File: config.mk
export PLATFORM = sky130hd
export DESIGN_NAME = set_bit_arbiter_flat
export DESIGN_NICKNAME = d
export VERILOG_FILES = /design/src/rtl/set_bit_arbiter_if.sv /design/src/rtl/set_bit_arbiter.sv /design/src/flat_wrapper.sv
export SDC_FILE = /design/constraint.sdc
export NUM_CORES = 1
export LEC_CHECK = 0
export ABC_CLOCK_PERIOD_IN_PS = 9800
export BUFFER_PORTS_ARGS = -buffer_cell sky130_fd_sc_hd__buf_2
export CAP_MARGIN = 0
export CORE_AREA = 2 2 288 290
export DETAILED_ROUTE_END_ITERATION = 16
export DIE_AREA = 0 0 290 292
export HOLD_SLACK_MARGIN = 0.03
export SLEW_MARGIN = 5
export SYNTH_ARGS = -nofsm -noshare
export SYNTH_HDL_FRONTEND = slang
export SYNTH_SLANG_ARGS = --single-unit
File: constraint.sdc
create_clock -name clock -period 9.8 [get_ports clock]
set_clock_uncertainty 0.15 [all_clocks]
set_input_delay 0.49 -clock clock [delete_from_list [all_inputs] [get_ports clock]]
set_output_delay 0.49 -clock clock [all_outputs]
set_load 0.005 [all_outputs]
File: src/rtl/set_bit_arbiter_if.sv
// Producer-side request/beat bundle and set_bit-side outputs of set_bit_arbiter.
// The producers drive the master modport; the arbiter takes the slave modport.
interface set_bit_arbiter_if #(
    parameter int NUM_REQ = 4,
    parameter int CNT_W   = 32
);
    logic [NUM_REQ-1:0]       req;
    logic [NUM_REQ-1:0]       in_enable;
    logic [NUM_REQ-1:0][63:0] in_val;
    logic [NUM_REQ-1:0][63:0] in_size_of_bit;
    logic [NUM_REQ-1:0]       in_flush;
    logic [NUM_REQ-1:0]       in_last;

    logic [NUM_REQ-1:0]       gnt;
    logic                     busy;
    logic [2:0]               owner;
    logic                     sb_enable;
    logic [63:0]              sb_val;
    logic [63:0]              sb_size_of_bit;
    logic                     sb_flush;
    logic [CNT_W-1:0]         total_bits;
    logic [CNT_W-1:0]         total_bytes;
    logic                     protocol_error;

    modport master (
        output req, in_enable, in_val, in_size_of_bit, in_flush, in_last,
        input  gnt, busy, owner, sb_enable, sb_val, sb_size_of_bit, sb_flush,
               total_bits, total_bytes, protocol_error
    );

    modport slave (
        input  req, in_enable, in_val, in_size_of_bit, in_flush, in_last,
        output gnt, busy, owner, sb_enable, sb_val, sb_size_of_bit, sb_flush,
               total_bits, total_bytes, protocol_error
    );
endinterface

File: src/rtl/set_bit_arbiter.sv
// Burst arbiter in front of the shared set_bit writer: grants one producer per burst,
// forwards its beats registered and counts forwarded bits. SET_BIT_ARB_RR_EN selects round-robin.
module set_bit_arbiter #(
    parameter int NUM_REQ = 4,
    parameter int CNT_W   = 32
) (
    input  logic             clock,
    input  logic             reset_n,
    set_bit_arbiter_if.slave bus
);
    typedef enum logic {IDLE, BUSY} state_e;

    state_e             state_q, state_d;
    logic [NUM_REQ-1:0] gnt_q, gnt_d;
    logic [2:0]         owner_q, owner_d;
    logic               sb_enable_q, sb_enable_d;
    logic [63:0]        sb_val_q, sb_val_d;
    logic [63:0]        sb_size_of_bit_q, sb_size_of_bit_d;
    logic               sb_flush_q, sb_flush_d;
    logic [CNT_W-1:0]   total_bits_q, total_bits_d;
    logic               protocol_error_q, protocol_error_d;

    logic               win_found;
    logic [2:0]         win_idx;
`ifdef SET_BIT_ARB_RR_EN
    logic [2:0]         rr_ptr_q, rr_ptr_d;
`endif

    logic               own_req, own_en, own_flush, own_last;
    logic [63:0]        own_val, own_size;
    logic [CNT_W-1:0]   bits_sum, bits_round;

    // Two-pass search: first indices at or above the pointer, then wrap to the lowest.
    // NOTE: every always_comb output gets a default first so no path infers a latch.
    always_comb begin : arbitrate
        win_found = 1'b0;
        win_idx   = '0;
`ifdef SET_BIT_ARB_RR_EN
        for (int k = 0; k < NUM_REQ; k++) begin
            if (!win_found && bus.req[k] && (3'(k) >= rr_ptr_q)) begin
                win_found = 1'b1;
                win_idx   = 3'(k);
            end
        end
`endif
        for (int k = 0; k < NUM_REQ; k++) begin
            if (!win_found && bus.req[k]) begin
                win_found = 1'b1;
                win_idx   = 3'(k);
            end
        end
    end

    always_comb begin : owner_mux
        own_req   = 1'b0;
        own_en    = 1'b0;
        own_val   = '0;
        own_size  = '0;
        own_flush = 1'b0;
        own_last  = 1'b0;
        for (int k = 0; k < NUM_REQ; k++) begin
            if (owner_q == 3'(k)) begin
                own_req   = bus.req[k];
                own_en    = bus.in_enable[k];
                own_val   = bus.in_val[k];
                own_size  = bus.in_size_of_bit[k];
                own_flush = bus.in_flush[k];
                own_last  = bus.in_last[k];
            end
        end
    end

    // A flush pads the running count up to the next byte boundary; both wrap.
    assign bits_sum   = total_bits_q + CNT_W'(own_size);
    assign bits_round = (bits_sum + CNT_W'(7)) & ~CNT_W'(7);

    always_comb begin : next_state
        state_d          = state_q;
        gnt_d            = gnt_q;
        owner_d          = owner_q;
        sb_enable_d      = 1'b0;
        sb_val_d         = '0;
        sb_size_of_bit_d = '0;
        sb_flush_d       = 1'b0;
        total_bits_d     = total_bits_q;
        protocol_error_d = protocol_error_q;
`ifdef SET_BIT_ARB_RR_EN
        rr_ptr_d         = rr_ptr_q;
`endif
        case (state_q)
            IDLE: begin
                if (|bus.in_enable) protocol_error_d = 1'b1;
                if (win_found) begin
                    state_d = BUSY;
                    gnt_d   = NUM_REQ'(1) << win_idx;
                    owner_d = win_idx;
`ifdef SET_BIT_ARB_RR_EN
                    rr_ptr_d = (win_idx == 3'(NUM_REQ - 1)) ? 3'd0 : win_idx + 3'd1;
`endif
                end
            end
            BUSY: begin
                if (|(bus.in_enable & ~gnt_q)) protocol_error_d = 1'b1;
                if (own_en) begin
                    if (own_size > 64'd64) begin
                        protocol_error_d = 1'b1;
                    end else begin
                        sb_enable_d      = 1'b1;
                        sb_val_d         = own_val;
                        sb_size_of_bit_d = own_size;
                        sb_flush_d       = own_flush;
                        total_bits_d     = own_flush ? bits_round : bits_sum;
                    end
                end
                // Last beat or a dropped request both end the burst; the drop is an abort.
                if ((own_en && own_last) || !own_req) begin
                    state_d = IDLE;
                    gnt_d   = '0;
                    owner_d = '0;
                end
            end
            default: state_d = IDLE;
        endcase
    end

    // NOTE: sequential state uses non-blocking assignments so all flops update together.
    always_ff @(posedge clock or negedge reset_n) begin
        if (!reset_n) begin
            state_q          <= IDLE;
            gnt_q            <= '0;
            owner_q          <= '0;
            sb_enable_q      <= 1'b0;
            sb_val_q         <= '0;
            sb_size_of_bit_q <= '0;
            sb_flush_q       <= 1'b0;
            total_bits_q     <= '0;
            protocol_error_q <= 1'b0;
`ifdef SET_BIT_ARB_RR_EN
            rr_ptr_q         <= '0;
`endif
        end else begin
            state_q          <= state_d;
            gnt_q            <= gnt_d;
            owner_q          <= owner_d;
            sb_enable_q      <= sb_enable_d;
            sb_val_q         <= sb_val_d;
            sb_size_of_bit_q <= sb_size_of_bit_d;
            sb_flush_q       <= sb_flush_d;
            total_bits_q     <= total_bits_d;
            protocol_error_q <= protocol_error_d;
`ifdef SET_BIT_ARB_RR_EN
            rr_ptr_q         <= rr_ptr_d;
`endif
        end
    end

    assign bus.gnt            = gnt_q;
    assign bus.busy           = (state_q == BUSY);
    assign bus.owner          = owner_q;
    assign bus.sb_enable      = sb_enable_q;
    assign bus.sb_val         = sb_val_q;
    assign bus.sb_size_of_bit = sb_size_of_bit_q;
    assign bus.sb_flush       = sb_flush_q;
    assign bus.total_bits     = total_bits_q;
    assign bus.total_bytes    = CNT_W'(({1'b0, total_bits_q} + (CNT_W + 1)'(7)) >> 3);
    assign bus.protocol_error = protocol_error_q;
endmodule

File: src/flat_wrapper.sv
// flat-port wrapper written by rule: the top's interface ports become plain ports
module set_bit_arbiter_flat 
#(
    parameter int NUM_REQ = 4,
    parameter int CNT_W   = 32
)
  (clock, reset_n, bus_req, bus_in_enable, bus_in_val, bus_in_size_of_bit, bus_in_flush, bus_in_last, bus_gnt, bus_busy, bus_owner, bus_sb_enable, bus_sb_val, bus_sb_size_of_bit, bus_sb_flush, bus_total_bits, bus_total_bytes, bus_protocol_error);
  set_bit_arbiter_if #(.NUM_REQ(NUM_REQ), .CNT_W(CNT_W)) bus_i ();
  input  logic clock;
  input  logic reset_n;
  input wire logic [$bits(bus_i.req)-1:0] bus_req;
  input wire logic [$bits(bus_i.in_enable)-1:0] bus_in_enable;
  input wire logic [$bits(bus_i.in_val)-1:0] bus_in_val;
  input wire logic [$bits(bus_i.in_size_of_bit)-1:0] bus_in_size_of_bit;
  input wire logic [$bits(bus_i.in_flush)-1:0] bus_in_flush;
  input wire logic [$bits(bus_i.in_last)-1:0] bus_in_last;
  output wire logic [$bits(bus_i.gnt)-1:0] bus_gnt;
  output wire logic [$bits(bus_i.busy)-1:0] bus_busy;
  output wire logic [$bits(bus_i.owner)-1:0] bus_owner;
  output wire logic [$bits(bus_i.sb_enable)-1:0] bus_sb_enable;
  output wire logic [$bits(bus_i.sb_val)-1:0] bus_sb_val;
  output wire logic [$bits(bus_i.sb_size_of_bit)-1:0] bus_sb_size_of_bit;
  output wire logic [$bits(bus_i.sb_flush)-1:0] bus_sb_flush;
  output wire logic [$bits(bus_i.total_bits)-1:0] bus_total_bits;
  output wire logic [$bits(bus_i.total_bytes)-1:0] bus_total_bytes;
  output wire logic [$bits(bus_i.protocol_error)-1:0] bus_protocol_error;
  assign bus_i.req = bus_req;
  assign bus_i.in_enable = bus_in_enable;
  assign bus_i.in_val = bus_in_val;
  assign bus_i.in_size_of_bit = bus_in_size_of_bit;
  assign bus_i.in_flush = bus_in_flush;
  assign bus_i.in_last = bus_in_last;
  assign bus_gnt = bus_i.gnt;
  assign bus_busy = bus_i.busy;
  assign bus_owner = bus_i.owner;
  assign bus_sb_enable = bus_i.sb_enable;
  assign bus_sb_val = bus_i.sb_val;
  assign bus_sb_size_of_bit = bus_i.sb_size_of_bit;
  assign bus_sb_flush = bus_i.sb_flush;
  assign bus_total_bits = bus_i.total_bits;
  assign bus_total_bytes = bus_i.total_bytes;
  assign bus_protocol_error = bus_i.protocol_error;
  set_bit_arbiter #(.NUM_REQ(NUM_REQ), .CNT_W(CNT_W)) u_core (.clock(clock), .reset_n(reset_n), .bus(bus_i));
endmodule
==> run metrics, run 1 <==
clk_lat worst skew=0.49 ns; Longest Clk Path Bufs=2; gr usage total=15.4%; post-route cell area=0.0173 mm²; flops & latches, synth=170; HP Class=in -> reg; vias in the first global route=11,800; initial DRC count=923; WP data arrival=5.86 ns; Nets=2,368; power share of the sequential group=25.4%; Final period util=57.7%; Leak=8.17 nW; Resized Gates After CTS=0; max frequency=177 MHz; TritonCTS buffer count=17; Area Growth Syn to Fin=48.6%; Synth Warn #=0; Clk Tree Root Cell=clkbuf_16; non-filler cells, final=2,905; Initial Util=14.3%; crit path kind=reg -> reg; status=finished, final reports clean; post-route ant nets=0; register area share after synthesis=36.5%; Clock Power Share=24.6%; Mapped Avg Cell Area=11.1 µm²; GR Overflow Total=0; via density per instance=4.25; number of cell rows=105; antenna violations before repair=38; vias post-DR=12,300; worst-path maximum fanout=90; H-tree levels=4; Main synth FF type=dfrtp_1; setup TNS=0 ns; core area=0.0816 mm²; die height=292 µm; largest net degree at the start of global routing=91; Worst Setup End Kind=flop; Cell Area, Synth=0.0117 mm²; first-pass GRT wire length=90,900 µm; share of cells above drive strength 1=50.9%; final wirelength=67,600 µm; Die Wd=290 µm; Post-synth EDFFs=0; CTS tree=done; MaxCap Viol Count=0; Worst Max-Slew Pin Slew=1.14 ns; commonest non-fill, non-tap cell in the layout=buf_2; final core utilization=21.2%; RSZ-0062 raised after global routing=false; number of remaining DRC errors=0; Pre-antenna DRT Iters=5; DR WL/cell=23.3 µm; Syn Inst Count=1,055; final setup margin=4.15 ns; post-layout min period=5.65 ns; FILL cells=8,937; Power Internal=1.74 mW; Worst slew margin=23.3%; critical path required time=10.01 ns; Port Buffer Count=729; Final HPWL DP=58,000 µm; DP Cell Count=2,856; Clk pin slew, worst setup/hold paths=0.08 ns; final hold vios=0; I/O pin count=733; Total Power=2.97 mW; most frequent cells in the layout=buf_2, dfrtp_1, mux4_2; switching power share of the total=41.4%; final hold slack=0.163 ns; pre-CTS setup slack=3.93 ns; Netlist cell types=99; ys async rst share=100%; clock sink total=170; Die Area=0.0847 mm²; setup violators final=0; NetSw=1.23 mW; cell area after placement=0.0166 mm²; Final Max Slew Viols=0; PD cells=172 mW/mm²; Placer Congestion=0.955; Comb pwr share=50.0%; Startpoint Class=flop; Max VDD drop=0.118 mV
==> synthesized netlist by cell type, drive strengths merged (4+ instances only) <==
| cell | count | area (µm²) |
|---|---|---|
| nor4 | 41 | 305 |
| nor3 | 22 | 110 |
| o21ai | 46 | 238 |
| o211ai | 7 | 57.6 |
| o21a | 6 | 45.0 |
| a311oi | 7 | 67.6 |
| nor2b | 70 | 445 |
| dfrtp | 170 | 4250 |
| mux2i | 8 | 80.1 |
| nand2 | 71 | 269 |
| and3 | 17 | 109 |
| and2 | 16 | 101 |
| a211oi | 16 | 155 |
| a31oi | 6 | 37.5 |
| mux2 | 6 | 71.3 |
| a21o | 14 | 109 |
| mux4 | 98 | 2210 |
| nand4 | 22 | 165 |
| a21oi | 47 | 254 |
| nand2b | 7 | 43.8 |
| buf | 28 | 190 |
| xnor2 | 47 | 412 |
| nand3 | 35 | 190 |
| xor2 | 19 | 166 |
| ha | 31 | 388 |
| o31ai | 6 | 45.0 |
| inv | 27 | 101 |
| or3 | 8 | 56.3 |
| and4 | 4 | 35.0 |
| or2 | 5 | 31.3 |
| clkbuf | 36 | 136 |
| nor2 | 46 | 173 |
==> kinds of logic after synthesis <==
kind of cell / Yosys count / synth area share, %
simple gates: 385 / 19.0
compound gates: 198 / 12.1
flops: 170 / 36.5
mux: 112 / 20.2
buf+inv: 91 / 3.67
xor+xnor: 66 / 4.96
fa+ha+maj: 32 / 3.50
other cells: 1 / 0.0321
==> critical path, stage by stage (launching register included) <==
cell and delay, ns:
dfrtp_4 0.77, buf_12 0.41, mux4_2 0.52, a2111oi_0 0.86, nand4_1 0.33, nor2_1 0.40
and3_1 0.35, nand3_4 0.39, buf_4 0.48, and2b_1 0.34, mux2i_1 0.07, xnor2_1 0.13
==> power groups by stage <==
stage / Combinational [mW] / Clock [mW] / Sequential, mW
final: 1.49 / 0.732 / 0.756
after CTS: 1.48 / 0.765 / 0.758
after detailed placement: 1.48 / 0 / 0.772
after floorplan: 1.02 / 0 / 0.749
after global routing: 1.59 / 0.795 / 0.759
after global placement: 1.48 / 0 / 0.769
==> worst paths after layout <==
kind	depth (start not counted)	slack [ns]	start	to
max	11	4.15	u_core.bus.owner[1]	u_core.bus.total_bits[31]
max reg2reg	11	4.15	u_core.bus.owner[1]	u_core.bus.total_bits[31]
min	2	0.16	bus_req[0]	u_core.bus.gnt[1]
min reg2reg	1	0.44	u_core.bus.gnt[0]	u_core.bus.gnt[0]
max in group asynchronous	3	7.86	reset_n	u_core.bus.owner[1]
min in group asynchronous	2	0.34	reset_n	u_core.bus.sb_val[8]
==> repair_timing <==
| action | CTS | global route |
|---|---|---|
| hold buffers | 1 | 0 |
| endpoints found under the hold margin | 46 | 0 |
| buffers inserted | 0 | 0 |
==> layout make-up <==
| class | count | area [µm²] | area share, % |
|---|---|---|---|
| Inverter | 27 | 101 | 0.585 |
| Clock inverter | 15 | 211 | 1.22 |
| Timing Repair Buffer | 737 | 3740 | 21.6 |
| Clock buffer | 17 | 425 | 2.45 |
| Sequential cell | 170 | 4260 | 24.6 |
| Tap cell | 1070 | 1340 | 7.72 |
| Antenna cell | 16 | 40.0 | 0.231 |
| Multi-Input combinational cell | 853 | 7210 | 41.6 |
==> flip-flops by register name, indices dropped and copies added (netlist names) <==
name / cells
u_core.bus.sb_size_of_bit: 64
u_core.bus.total_bits: 32
u_core.bus.gnt: 4
u_core.bus.protocol_error: 1
u_core.bus.busy: 1
u_core.bus.sb_enable: 1
u_core.bus.sb_val: 64
u_core.bus.owner: 2
u_core.bus.sb_flush: 1
==> layer usage <==
metal  GRT usage [%]  wire [µm]
met5               0         73
met4            5.54       2150
met3            5.13       6350
met2            23.6      30300
met1            20.1      28700
(Power assumes the default switching activity.)
==> inputs of run 2 (changes only) <==
--- a/config.mk
+++ b/config.mk
@@ -5,12 +5,13 @@
 export SDC_FILE = /design/constraint.sdc
 export NUM_CORES = 1
 export LEC_CHECK = 0
-export ABC_CLOCK_PERIOD_IN_PS = 9800
+export ABC_AREA = 1
+export ABC_CLOCK_PERIOD_IN_PS = 4800
 export BUFFER_PORTS_ARGS = -buffer_cell sky130_fd_sc_hd__buf_2
 export CAP_MARGIN = 0
-export CORE_AREA = 2 2 288 290
+export CORE_AREA = 2 2 285 287
 export DETAILED_ROUTE_END_ITERATION = 16
-export DIE_AREA = 0 0 290 292
+export DIE_AREA = 0 0 287 289
 export HOLD_SLACK_MARGIN = 0.03
 export SLEW_MARGIN = 5
 export SYNTH_ARGS = -nofsm -noshare
==> constraint.sdc (replaced) <==
create_clock -name clock -period 4.8 [get_ports clock]
set_clock_uncertainty 0.15 [all_clocks]
set_input_delay 0.24 -clock clock [delete_from_list [all_inputs] [get_ports clock]]
set_output_delay 0.24 -clock clock [all_outputs]
set_load 0.005 [all_outputs]
==> run 2 against run 1 <==
  * Register-to-register slack got worse by 3.8 ns
  * Final cell count rose by 35%
  * Via count grew 38%
  * Synthesized cell count up 83%
  * Largest power group unchanged
  * Fmax is 27% higher
==> run metrics, run 2 <==
clk_lat worst skew=0.48 ns; Post-synth EDFFs=0; worst-path maximum fanout=25; Pre-antenna DRT Iters=6; flops & latches, synth=170; via density per instance=4.33; Longest Clk Path Bufs=2; post-layout min period=4.47 ns; crit path kind=reg -> reg; commonest cells in the netlist=nand2_1, inv_1, nor2_1, dfrtp_1, nand3_1; number of cell rows=104; Cell Area, Synth=0.0126 mm²; Worst slew margin=32.0%; number of remaining DRC errors=0; Main synth FF type=dfrtp_1; Max VDD drop=0.437 mV; MaxCap Viol Count=0; CTS tree=done; Netlist cell types=52; Syn Inst Count=1,932; final hold vios=0; Leak=10.9 nW; gr usage total=18.6%; most frequent cells in the layout=buf_2, nand2_1, inv_1; Critical path origin=u_core.bus.owner[0]; Port Buffer Count=729; Worst Max-Slew Pin Slew=1.02 ns; Die Wd=287 µm; Final Max Slew Viols=0; reg-to-reg startpoint=u_core.bus.owner[0]; R2R Setup Slk=0.33 ns; Final period util=93.0%; Clk Tree Root Cell=clkbuf_16; Synth Warn #=0; count leader, synth=nand2_1; FF-to-FF path depth=18; Total Power=8.56 mW; max frequency=224 MHz; share of the synthesized area in the top cell type=33.7%; Mapped Avg Cell Area=6.53 µm²; setup TNS=0 ns; Startpoint Class=flop; H-tree levels=4; commonest non-fill, non-tap cell in the layout=buf_2; final wirelength=82,100 µm; Area Growth Syn to Fin=57.4%; RSZ-0062 raised after global routing=false; share of cells above drive strength 1=29.5%; clock sink total=170; GR Overflow Total=0; r2r endpoint=u_core.bus.total_bits[23]; largest area contributor in the netlist=dfrtp_1; die height=289 µm; WP data arrival=4.67 ns; Worst Setup End Kind=flop; core area=0.0799 mm²; TritonCTS buffer count=17; critical path required time=5.00 ns; initial DRC count=1,477; ys async rst share=100%; Die Area=0.0829 mm²; Initial Util=15.8%; largest net degree at the start of global routing=131; antenna violations before repair=17; Placer Congestion=0.955; first-pass GRT wire length=110,000 µm; ranking of synthesized cells by area=dfrtp_1, nand2_1, inv_1, nor2_1, nand3_1; Nets=3,414; Final HPWL DP=68,400 µm; end point of the critical path=u_core.bus.total_bits[23]; post-route ant nets=0; vias post-DR=17,000; HP Class=in -> reg; PD cells=431 mW/mm²; setup violators final=0; register area share after synthesis=33.7%; Clk pin slew, worst setup/hold paths=0.08 ns; DR WL/cell=20.9 µm; status=finished, final reports clean; vias in the first global route=15,900; I/O pin count=733
## run 2: cell type report
type / instances / area, µm²
fill: 8936 / 60000
clock buffer: 18 / 429
multi-input combinational: 1544 / 7460
tap: 1060 / 1330
clock inverter: 14 / 133
inverter: 200 / 761
antenna: 7 / 17.5
sequential: 170 / 4260
timing repair buffer: 919 / 5480
## run 2: metrics by stage
step / hold slack (ns) / utilization (%) / instances / area [µm²] / worst slack (ns)
6_report: 0.0635 / 24.9 / 3932 / 19900 / 0.334
3_5_place_dp: 0.0555 / 22.5 / 3760 / 17900 / 0.123
2_1_floorplan: -0.206 / - / 1991 / 12800 / 1.31
3_3_place_gp: 0.0512 / 22.5 / 3760 / 17900 / 0.00411
5_1_grt: 0.0419 / 24.9 / 3929 / 19900 / 0.0553
4_1_cts: 0.0317 / 24.8 / 3924 / 19800 / 0.0961
## run 2: cells by family after synthesis
family                   Yosys count  share of synthesized area [%]
AND/OR/NAND/NOR                 1086                           35.2
AO/OA/AOI/OAI                    332                           16.4
buffers and inverters            277                           9.06
flip-flops                       170                           33.7
XOR/XNOR                          34                           2.36
adder cells (fa/ha/maj)           32                           3.23
other                              1                         0.0297
## run 2: how the worst min path moves through the flow
stage,from,to,slack [ns],cells after the start
2_1_floorplan,reset_n,u_core.bus.busy,-0.21,0
3_3_place_gp,reset_n,u_core.bus.sb_val[54],0.05,1
3_5_place_dp,reset_n,u_core.bus.sb_val[54],0.06,1
4_1_cts,bus_in_val[163],u_core.bus.sb_val[35],0.03,3
5_1_grt,bus_in_val[227],u_core.bus.sb_val[35],0.04,3
6_report,bus_in_val[227],u_core.bus.sb_val[35],0.06,3
## run 2: per-layer routing
layer	vias up	routed length (µm)	global-route usage [%]	share of wire, %
met5	-	74	0	0.090
met4	12	2250	5.87	2.7
met3	110	8000	5.05	9.7
met2	955	37700	30.4	46
met1	7824	34100	23.8	41
li1	8124	-	-	-
## run 2: critical path: stages, from the launching register on
cell and delay [ns]:
dfrtp_4 0.52, nand2_4 0.33, o21ai_0 0.15, o21ai_1 0.68, ha_1 0.31, nand2_1 0.12
nor2_1 0.30, nand3_1 0.19, nand3_1 0.29, nand2_1 0.12, nand2_1 0.18, nand2_1 0.10
nor2_1 0.19, buf_4 0.15, nand4_1 0.16, nor2_1 0.17, nand3_1 0.09, nand3_1 0.08
nand2_1 0.05
## run 2: repair_timing
item	4_1_cts	5_1_grt
hold buffers	132	1
resized for setup	0	2
setup endpoints to repair	0	12
hold endpoints to repair	109	1
setup buffers	0	0
## run 2: power by group
group | internal [mW] | switching [mW]
clock network | 0.685 | 0.708
registers | 1.48 | 0.0438
logic | 1.77 | 3.87
